### src/rtl/kbd_text_writer.sv
// Keyboard-to-text-RAM writer: turns make codes into character writes and moves a text cursor.
// Optional macro KBD_CURSOR_EN adds a second write that places CURSOR_CHAR at the new cursor.
module kbd_text_writer #(
    parameter int          ADDR_W      = 11,
    parameter int          BASE_ADDR   = 118,
    parameter int          END_ADDR    = 2047,
    parameter int          COLS        = 80,
    parameter logic [7:0]  BS_CODE     = 8'h66,
    parameter logic [7:0]  ENTER_CODE  = 8'h5A,
    parameter logic [7:0]  BLANK_CHAR  = 8'h20,
    parameter logic [7:0]  CURSOR_CHAR = 8'hFF
) (
    input  logic              clk,
    input  logic              rst,
    input  logic [7:0]        data,
    input  logic              valid,
    input  logic              released,
    output logic [ADDR_W-1:0] addr,
    output logic [7:0]        din,
    output logic              wen,
    output logic              busy,
    output logic [ADDR_W-1:0] cursor
);

    localparam int COL_W = (COLS > 1) ? $clog2(COLS) : 1;
    localparam logic [ADDR_W-1:0] BASE = ADDR_W'(BASE_ADDR);
    localparam logic [ADDR_W-1:0] LAST = ADDR_W'(END_ADDR);
    localparam logic [COL_W-1:0]  LAST_COL = COL_W'(COLS - 1);

    typedef enum logic [1:0] {IDLE, WR1, WR2} state_t;

    state_t             state_q, state_d;
    logic [COL_W-1:0]   col_q, col_d;
    logic [ADDR_W-1:0]  cursor_d, addr_d;
    logic [7:0]         din_d;
    logic               wen_d;
    logic [31:0]        enter_nxt;

    assign busy = (state_q != IDLE);

    // NOTE: every signal driven here gets a default first, so no path leaves it unassigned (no latch).
    always_comb begin
        state_d   = state_q;
        cursor_d  = cursor;
        col_d     = col_q;
        addr_d    = addr;
        din_d     = din;
        wen_d     = 1'b0;
        enter_nxt = 32'(cursor) + 32'(COLS) - 32'(col_q);

        unique case (state_q)
            IDLE: begin
                if (valid && !released) begin
                    state_d = WR1;
                    if (data == BS_CODE) begin
                        if (cursor != BASE) begin
                            cursor_d = cursor - 1'b1;
                            col_d    = (col_q == '0) ? LAST_COL : col_q - 1'b1;
                        end
                        wen_d  = 1'b1;
                        addr_d = cursor_d;
                        din_d  = BLANK_CHAR;
                    end else if (data == ENTER_CODE) begin
                        col_d = '0;
                        if (enter_nxt > 32'(END_ADDR)) cursor_d = BASE;
                        else                           cursor_d = enter_nxt[ADDR_W-1:0];
`ifdef KBD_CURSOR_EN
                        // Erase the marker left at the old position.
                        wen_d  = 1'b1;
                        addr_d = cursor;
                        din_d  = BLANK_CHAR;
`endif
                    end else begin
                        if (cursor == LAST) begin
                            cursor_d = BASE;
                            col_d    = '0;
                        end else begin
                            cursor_d = cursor + 1'b1;
                            col_d    = (col_q == LAST_COL) ? '0 : col_q + 1'b1;
                        end
                        wen_d  = 1'b1;
                        addr_d = cursor;
                        din_d  = data;
                    end
                end
            end
            WR1: begin
`ifdef KBD_CURSOR_EN
                // cursor already holds the post-move position here.
                state_d = WR2;
                wen_d   = 1'b1;
                addr_d  = cursor;
                din_d   = CURSOR_CHAR;
`else
                state_d = IDLE;
`endif
            end
            WR2:     state_d = IDLE;
            default: state_d = IDLE;
        endcase
    end

    // NOTE: sequential state uses non-blocking assignments so all registers update from pre-edge values.
    always_ff @(posedge clk or posedge rst) begin
        if (rst) begin
            state_q <= IDLE;
            cursor  <= BASE;
            col_q   <= '0;
            addr    <= BASE;
            din     <= '0;
            wen     <= 1'b0;
        end else begin
            state_q <= state_d;
            cursor  <= cursor_d;
            col_q   <= col_d;
            addr    <= addr_d;
            din     <= din_d;
            wen     <= wen_d;
        end
    end

endmodule
### config.mk
export PLATFORM = sky130hd
export DESIGN_NAME = kbd_text_writer
export DESIGN_NICKNAME = d
export VERILOG_FILES = /design/src/rtl/kbd_text_writer.sv
export SDC_FILE = /design/constraint.sdc
export NUM_CORES = 1
export LEC_CHECK = 0
export BUFFER_PORTS_ARGS = -buffer_cell sky130_fd_sc_hd__buf_4
export CORE_MARGIN = 1
export CORE_UTILIZATION = 60
export CTS_BUF_LIST = sky130_fd_sc_hd__clkbuf_8
export CTS_CLUSTER_DIAMETER = 40
export DETAILED_ROUTE_END_ITERATION = 7
export HOLD_SLACK_MARGIN = 0.12
export PLACE_DENSITY = 0.9
export SLEW_MARGIN = 20
export SYNTH_ARGS = -nofsm -noshare
export SYNTH_HDL_FRONTEND = slang
export SYNTH_SLANG_ARGS = --single-unit
export TNS_END_PERCENT = 10
### constraint.sdc
create_clock -name clk -period 7.37 [get_ports clk]
set_input_delay 1.8425 -clock clk [delete_from_list [all_inputs] [get_ports clk]]
set_output_delay 1.8425 -clock clk [all_outputs]
set_load 0.02 [all_outputs]
==> results.py, run 1 <==
metrics = {
    "setup_path": {
        "r2r_setup_slack_ns": 3.95,
        "arrival_ns": 4.24,
        "worstSetupStartpointType": "primary input",
        "r2r_cells": 12,
        "cp_max_fo": 29,
        "setup.worst_path.class": "in2reg",
        "r2r_start": "cursor[0]",
        "r2r_end": "cursor[10]",
        "end_kind": "register",
        "cp.required_ns": 7.61,
    },
    "sta": {
        "finClkSkew_ns": 0.00449,
        "hold_violations": 0,
        "fin_crit_ns": 4.00,
        "finalWorstSetupSlack_ns": 3.37,
        "max_freq_mhz": 250,
        "worstMarginPinSlew_ns": 0.824,
        "fin_crit_sh_pct": 54.2,
        "setup-tns-final_ns": 0,
        "maxSlewViolCount": 0,
        "rsz0062_at_grt": "false",
        "finalSetupViolations": 0,
        "slew_headroom_pct": 45.0,
    },
    "yosys": {
        "synthCells": 400,
        "ys.flop_type": "dfrtp_1",
        "syn-cell-area_um2": 3230,
        "yosysSeqAreaShare_pct": 30.6,
        "async_reset_ff_share_pct": 100,
        "netlist-cell-type-count": 59,
        "synth_warnings": 0,
        "synth_edf_count": 0,
        "synth-seq-cells": 39,
        "syn_avg_cell_area_um2": 8.07,
        "synthesis.nets": 440,
    },
    "global_routing": {
        "grt_use_total_pct": 31.7,
        "grt_max_degree": 40,
        "antenna_found_initial": 0,
        "grt-ovfl-total": 0,
        "grt_pass1_vias": 2825,
        "grt_pass1_wl_mm": 13.6,
    },
    "clocking": {
        "htree_num_levels": 2,
        "hold_buffers": 0,
        "cts_buffer_depth": 2,
        "clk_pin_slew_ns": 0.08,
        "clkLatencyLatePin_ns": 0.30,
        "postCtsSetupBuffers": 0,
        "cts_root_buffer": "clkbuf_8",
        "postCtsResizedCells": 0,
        "numCtsBuffers": 5,
        "cts_sinks": 39,
        "cts_tree": "built",
    },
    "placed_design": {
        "dp_hpwl_mm": 6.34,
        "place_ws_ns": 3.11,
        "port_buffers": 43,
        "gp_congestion": 0.888,
    },
    "floorplan": {
        "die_area_um2": 5680,
        "die_w_um": 75.4,
        "design.core.area_um2": 5140,
        "fp-row-count": 26,
        "ios": 44,
        "die_h_um": 75.4,
        "start_util_pct": 62.8,
    },
    "finish": {
        "finalNetCount": 471,
        "layout_commonest_cell": "nand2_1",
        "area_growth_pct": 13.5,
        "drive_gt1_share_pct": 16.7,
        "layout_common_cells": "nand2_1 (56), buf_4 (44), o21ai_0 (36), inv_1 (29), dfrtp_1 (29)",
        "n_fill_cell": 424,
        "post-route-util_pct": 71.3,
        "diodes": 0,
    },
    "routing": {
        "viasPerCell": 6.32,
        "drtPass1Iterations": 8,
        "wl_mm": 8.51,
        "route.detailed.drc": 11,
        "wl_per_cell_um": 17.0,
        "drt_iter0_drc": 323,
        "num_vias": 3174,
        "ant_nets": 0,
    },
    "status": {
        "failed_checks": "DRC",
        "status": "finished with violations",
    },
    "power": {
        "power_uw": 1280,
        "leakage_uw": 0.00167,
        "ir_worst_vdd_v": 0.000280,
        "powerDensity_nw_per_um2": 349,
    },
    "job": {
        "max-cap-violations": 0,
    },
    "min_path": {
        "min_path_cells": 2,
        "whs_endpoint": "din[6]",
        "worstHoldStart": "din[6]",
        "min_path_type": "reg2reg",
    },
}
-- cell families (layout without fill, tap and decap cells) --
| group | after synthesis | after routing | synth area share [%] |
|---|---|---|---|
| buffers and inverters | 50 | 82 | 6.39 |
| xor gates and xnor gates | 24 | 24 | 6.51 |
| AOI/OAI and AO/OA | 109 | 109 | 21.7 |
| adders and majority gates | 28 | 28 | 11.1 |
| and+or+nand+nor | 150 | 150 | 23.8 |
| DFF | 39 | 39 | 30.6 |
-- Yosys cell counts, types with 8 or more instances --
cell type,count,area [um^2]
dfrtp_1,29,726
o21ai_0,36,180
dfstp_2,10,263
nand3_1,21,105
nor2_1,22,82.6
inv_1,29,109
ha_1,27,338
xnor2_1,17,149
nor3_1,8,40.0
a21oi_1,27,135
nand2_1,56,210
clkbuf_1,14,52.6
and3_1,13,81.3
-- metal layers --
| metal | vias to the layer above | wire length [um] | track usage, % |
|---|---|---|---|
| met2 | 157 | 4000 | 51.5 |
| li1 | 1487 | - | - |
| met3 | 30 | 584 | 3.97 |
| met5 | - | 0 | 0 |
| met1 | 1500 | 3660 | 43.6 |
| met4 | 0 | 268 | 11.3 |
-- sequential cells by signal (all words and copies together) (netlist names) --
register  count
cursor       11
state_q       1
wen           1
din           8
addr         11
col_q         7
-- where the power goes --
part,internal [uW],switching (uW),total (uW)
sequential,286,101,386
combinational,301,405,706
clock,101,86.3,187
total,688,592,1280
-- through the flow --
stage | cell area [um^2] | cells | hold WS [ns]
after detailed placement | 3550 | 494 | 0.465
final | 3670 | 502 | 0.480
after global placement | 3550 | 494 | 0.455
after floorplan | 3230 | 400 | 0.463
after global routing | 3670 | 502 | 0.512
after CTS | 3670 | 502 | 0.483
-- area by class of cell --
cell class | instances | area [um^2] | area share, %
clock inverters | 3 | 43.8 | 1.19
multi-input cells | 311 | 2030 | 55.5
flip-flops and latches | 39 | 988 | 27.0
well taps | 70 | 87.6 | 2.39
clock buffers | 5 | 68.8 | 1.88
inverters | 30 | 113 | 3.07
repair buffers | 44 | 330 | 9.01
-- worst max-delay path, stage by stage --
cell and delay [ns]:
buf_4 0.10, or3b_2 0.60, inv_1 0.45, nand2_1 0.63, clkinv_1 0.37, nand3_1 0.12, nand2_1 0.11
-- how the worst max path moves through the flow --
| stage | startpoint | to |
|---|---|---|
| final | released | din[2] |
| after global routing | released | din[2] |
| after CTS | released | din[2] |
| after detailed placement | released | addr[10] |
| after global placement | released | addr[10] |
| after floorplan | data[7] | cursor[10] |
No activity file was read; power rests on OpenSTA's default activity.
==> inputs of run 2 (changes only) <==
Settings changed: CORE_UTILIZATION 60 to 54, PLACE_DENSITY 0.9 to 0.86.
Clock period 7.37 ns to 3.63 ns, I/O delays scaled along.
==> run 2 against run 1 <==
  * The run now ends clean
  * Final cell count rose by 1.2%
  * Critical path depth rose by 5
  * Via count rose by 2.2%
  * Combinational power rose by 110%
  * Worst setup slack got worse by 2.9 ns
  * Worst hold slack got worse by 0.0069 ns
  * Die area rose by 11%
  * Final area rose by 0.89%
  * Sequential cell count did not move
  * Largest cell class unchanged
  * Utilization fell by 5.8 points
==> results.py, run 2 (synthesis results as in run 1) <==
metrics = {
    "setup_path": {
        "setup.worst_path.class": "reg2reg",
        "path_cells": "inv_1 -> ha_1 -> inv_1 -> ha_1 -> inv_1 -> fa_1 -> nand2b_1 -> a211o_1 -> o211a_1 -> a211oi_4 -> nand3b_1 -> a221o_1",
        "cp.required_ns": 3.87,
        "cp_max_fo": 9,
        "end_kind": "register",
        "worstSetupStartpointType": "register",
        "crit_cells": 12,
        "arrival_ns": 3.43,
        "crit_family": "compound AO/OA/AOI/OAI gates",
        "path_buf_inv": 3,
        "cp_slowest_stage_delay_ns": 0.48,
        "r2r_cells": 12,
        "path_common_cell": "inv_1",
        "critPathSlowestCell": "dfrtp_1",
    },
    "finish": {
        "layout_common_cells": "nand2_1 (56), buf_4 (48), o21ai_0 (36), inv_1 (29), dfrtp_1 (29)",
        "n_fill_cell": 491,
        "reg_top3": "addr: 11 flops, cursor: 11 flops, din: 8 flops",
        "stdcell_count": 508,
        "layout_commonest_cell": "nand2_1",
        "drive_gt1_share_pct": 17.4,
        "diodes": 0,
        "area_growth_pct": 14.5,
        "finalNetCount": 475,
    },
    "floorplan": {
        "die_h_um": 79.3,
        "start_util_pct": 57.2,
        "design.core.area_um2": 5640,
        "ios": 44,
        "fp-row-count": 27,
        "die_area_um2": 6290,
        "die_w_um": 79.3,
    },
    "sta": {
        "setup-tns-final_ns": 0,
        "fin_crit_sh_pct": 87.9,
        "rsz0062_at_grt": "false",
        "fin_crit_ns": 3.19,
        "finalSetupViolations": 0,
        "max_freq_mhz": 313,
        "hold_ws_ns": 0.473,
        "finClkSkew_ns": 0.0112,
        "maxSlewViolCount": 0,
        "hold_violations": 0,
        "worstMarginPinSlew_ns": 0.804,
        "slew_headroom_pct": 46.4,
    },
    "clocking": {
        "clkLatencyLatePin_ns": 0.31,
        "cts_buffer_depth": 2,
        "cts_sinks": 39,
        "postCtsResizedCells": 0,
        "htree_num_levels": 2,
        "clk_pin_slew_ns": 0.09,
        "cts_tree": "built",
        "hold_buffers": 0,
        "numCtsBuffers": 5,
        "postCtsSetupBuffers": 0,
        "cts_root_buffer": "clkbuf_8",
    },
    "min_path": {
        "min_path_type": "reg2reg",
        "min_path_cells": 2,
    },
    "power": {
        "leakage_uw": 0.00169,
        "powerDensity_nw_per_um2": 707,
        "p_int_uw": 1400,
        "clockPowerShare_pct": 14.4,
        "ir_worst_vdd_v": 0.000566,
        "seq_power_share_pct": 29.0,
        "p_sw_uw": 1210,
        "power_frac_comb_pct": 56.6,
        "switching_share_pct": 46.3,
    },
    "routing": {
        "route.detailed.drc": 0,
        "drtPass1Iterations": 5,
        "drt_iter0_drc": 351,
        "wl_mm": 8.86,
        "ant_nets": 0,
        "wl_per_cell_um": 17.4,
        "viasPerCell": 6.38,
        "num_vias": 3243,
    },
    "status": {
        "status": "complete, no violations",
    },
    "placed_design": {
        "dp_hpwl_mm": 6.46,
        "dp_cells": 500,
        "port_buffers": 43,
        "gp_congestion": 0.947,
    },
    "global_routing": {
        "grt_pass1_wl_mm": 14.5,
        "grt_max_degree": 29,
        "antenna_found_initial": 0,
        "grt_use_total_pct": 30.1,
        "grt_pass1_vias": 3017,
        "grt-ovfl-total": 0,
    },
    "job": {
        "max-cap-violations": 0,
    },
}
run 2: cell count changes in the layout (fill, tap and decap cells not counted):
cell   before  now
buf_4      44   48
run 2: cell type report:
cell class	instances	area (um^2)	area share [%]
clock inverters	3	43.8	1.18
multi-input cells	311	2030	55.0
well taps	72	90.1	2.44
repair buffers	48	360	9.74
inverters	30	113	3.04
flip-flops and latches	39	988	26.7
clock buffers	5	68.8	1.86
run 2: tightest hold or removal path, cell delays in order, from the launching register on:
cell,delay [ns]
dfrtp_1,0.35
nand2_1,0.05
nand2_1,0.05
run 2: layer usage:
| metal | wire length, um | GRT usage, % | vias up | part of all wire [%] |
|---|---|---|---|---|
| li1 | - | - | 1495 | - |
| met4 | 399 | 15.1 | 0 | 4.5 |
| met1 | 3680 | 38.5 | 1500 | 42 |
| met2 | 3950 | 48.0 | 209 | 45 |
| met5 | 0 | 0 | - | 0 |
| met3 | 834 | 6.32 | 39 | 9.4 |
run 2: path summary, 6_finish.rpt:
| check | startpoint | endpoint | slack (ns) |
|---|---|---|---|
| worst min-delay path | din[1] | din[1] | 0.47 |
| max in group asynchronous | rst | addr[6] | 2.05 |
| worst max-delay path | cursor[0] | cursor[1] | 0.44 |
| worst max register to register | cursor[0] | cursor[1] | 0.44 |
| min in group asynchronous | rst | din[0] | 0.75 |
| worst min register to register | din[1] | din[1] | 0.47 |
run 2: power by group through the flow:
stage	logic [uW]	clock network (uW)	registers, uW
after detailed placement	1450	0	759
after global placement	1410	0	748
after global routing	1640	400	778
after floorplan	1000	0	800
after CTS	1460	377	751
final	1480	377	758
run 2: through the flow:
stage                     area, um^2  setup WS, ns  util, %  power [uW]
after floorplan                 3230         0.646        -        1800
after global placement          3590         0.618     63.6        2160
after detailed placement        3590         0.495     63.6        2210
after CTS                       3700         0.476     65.6        2590
after global routing            3700         0.227     65.6        2820
final                           3700         0.438     65.6        2610
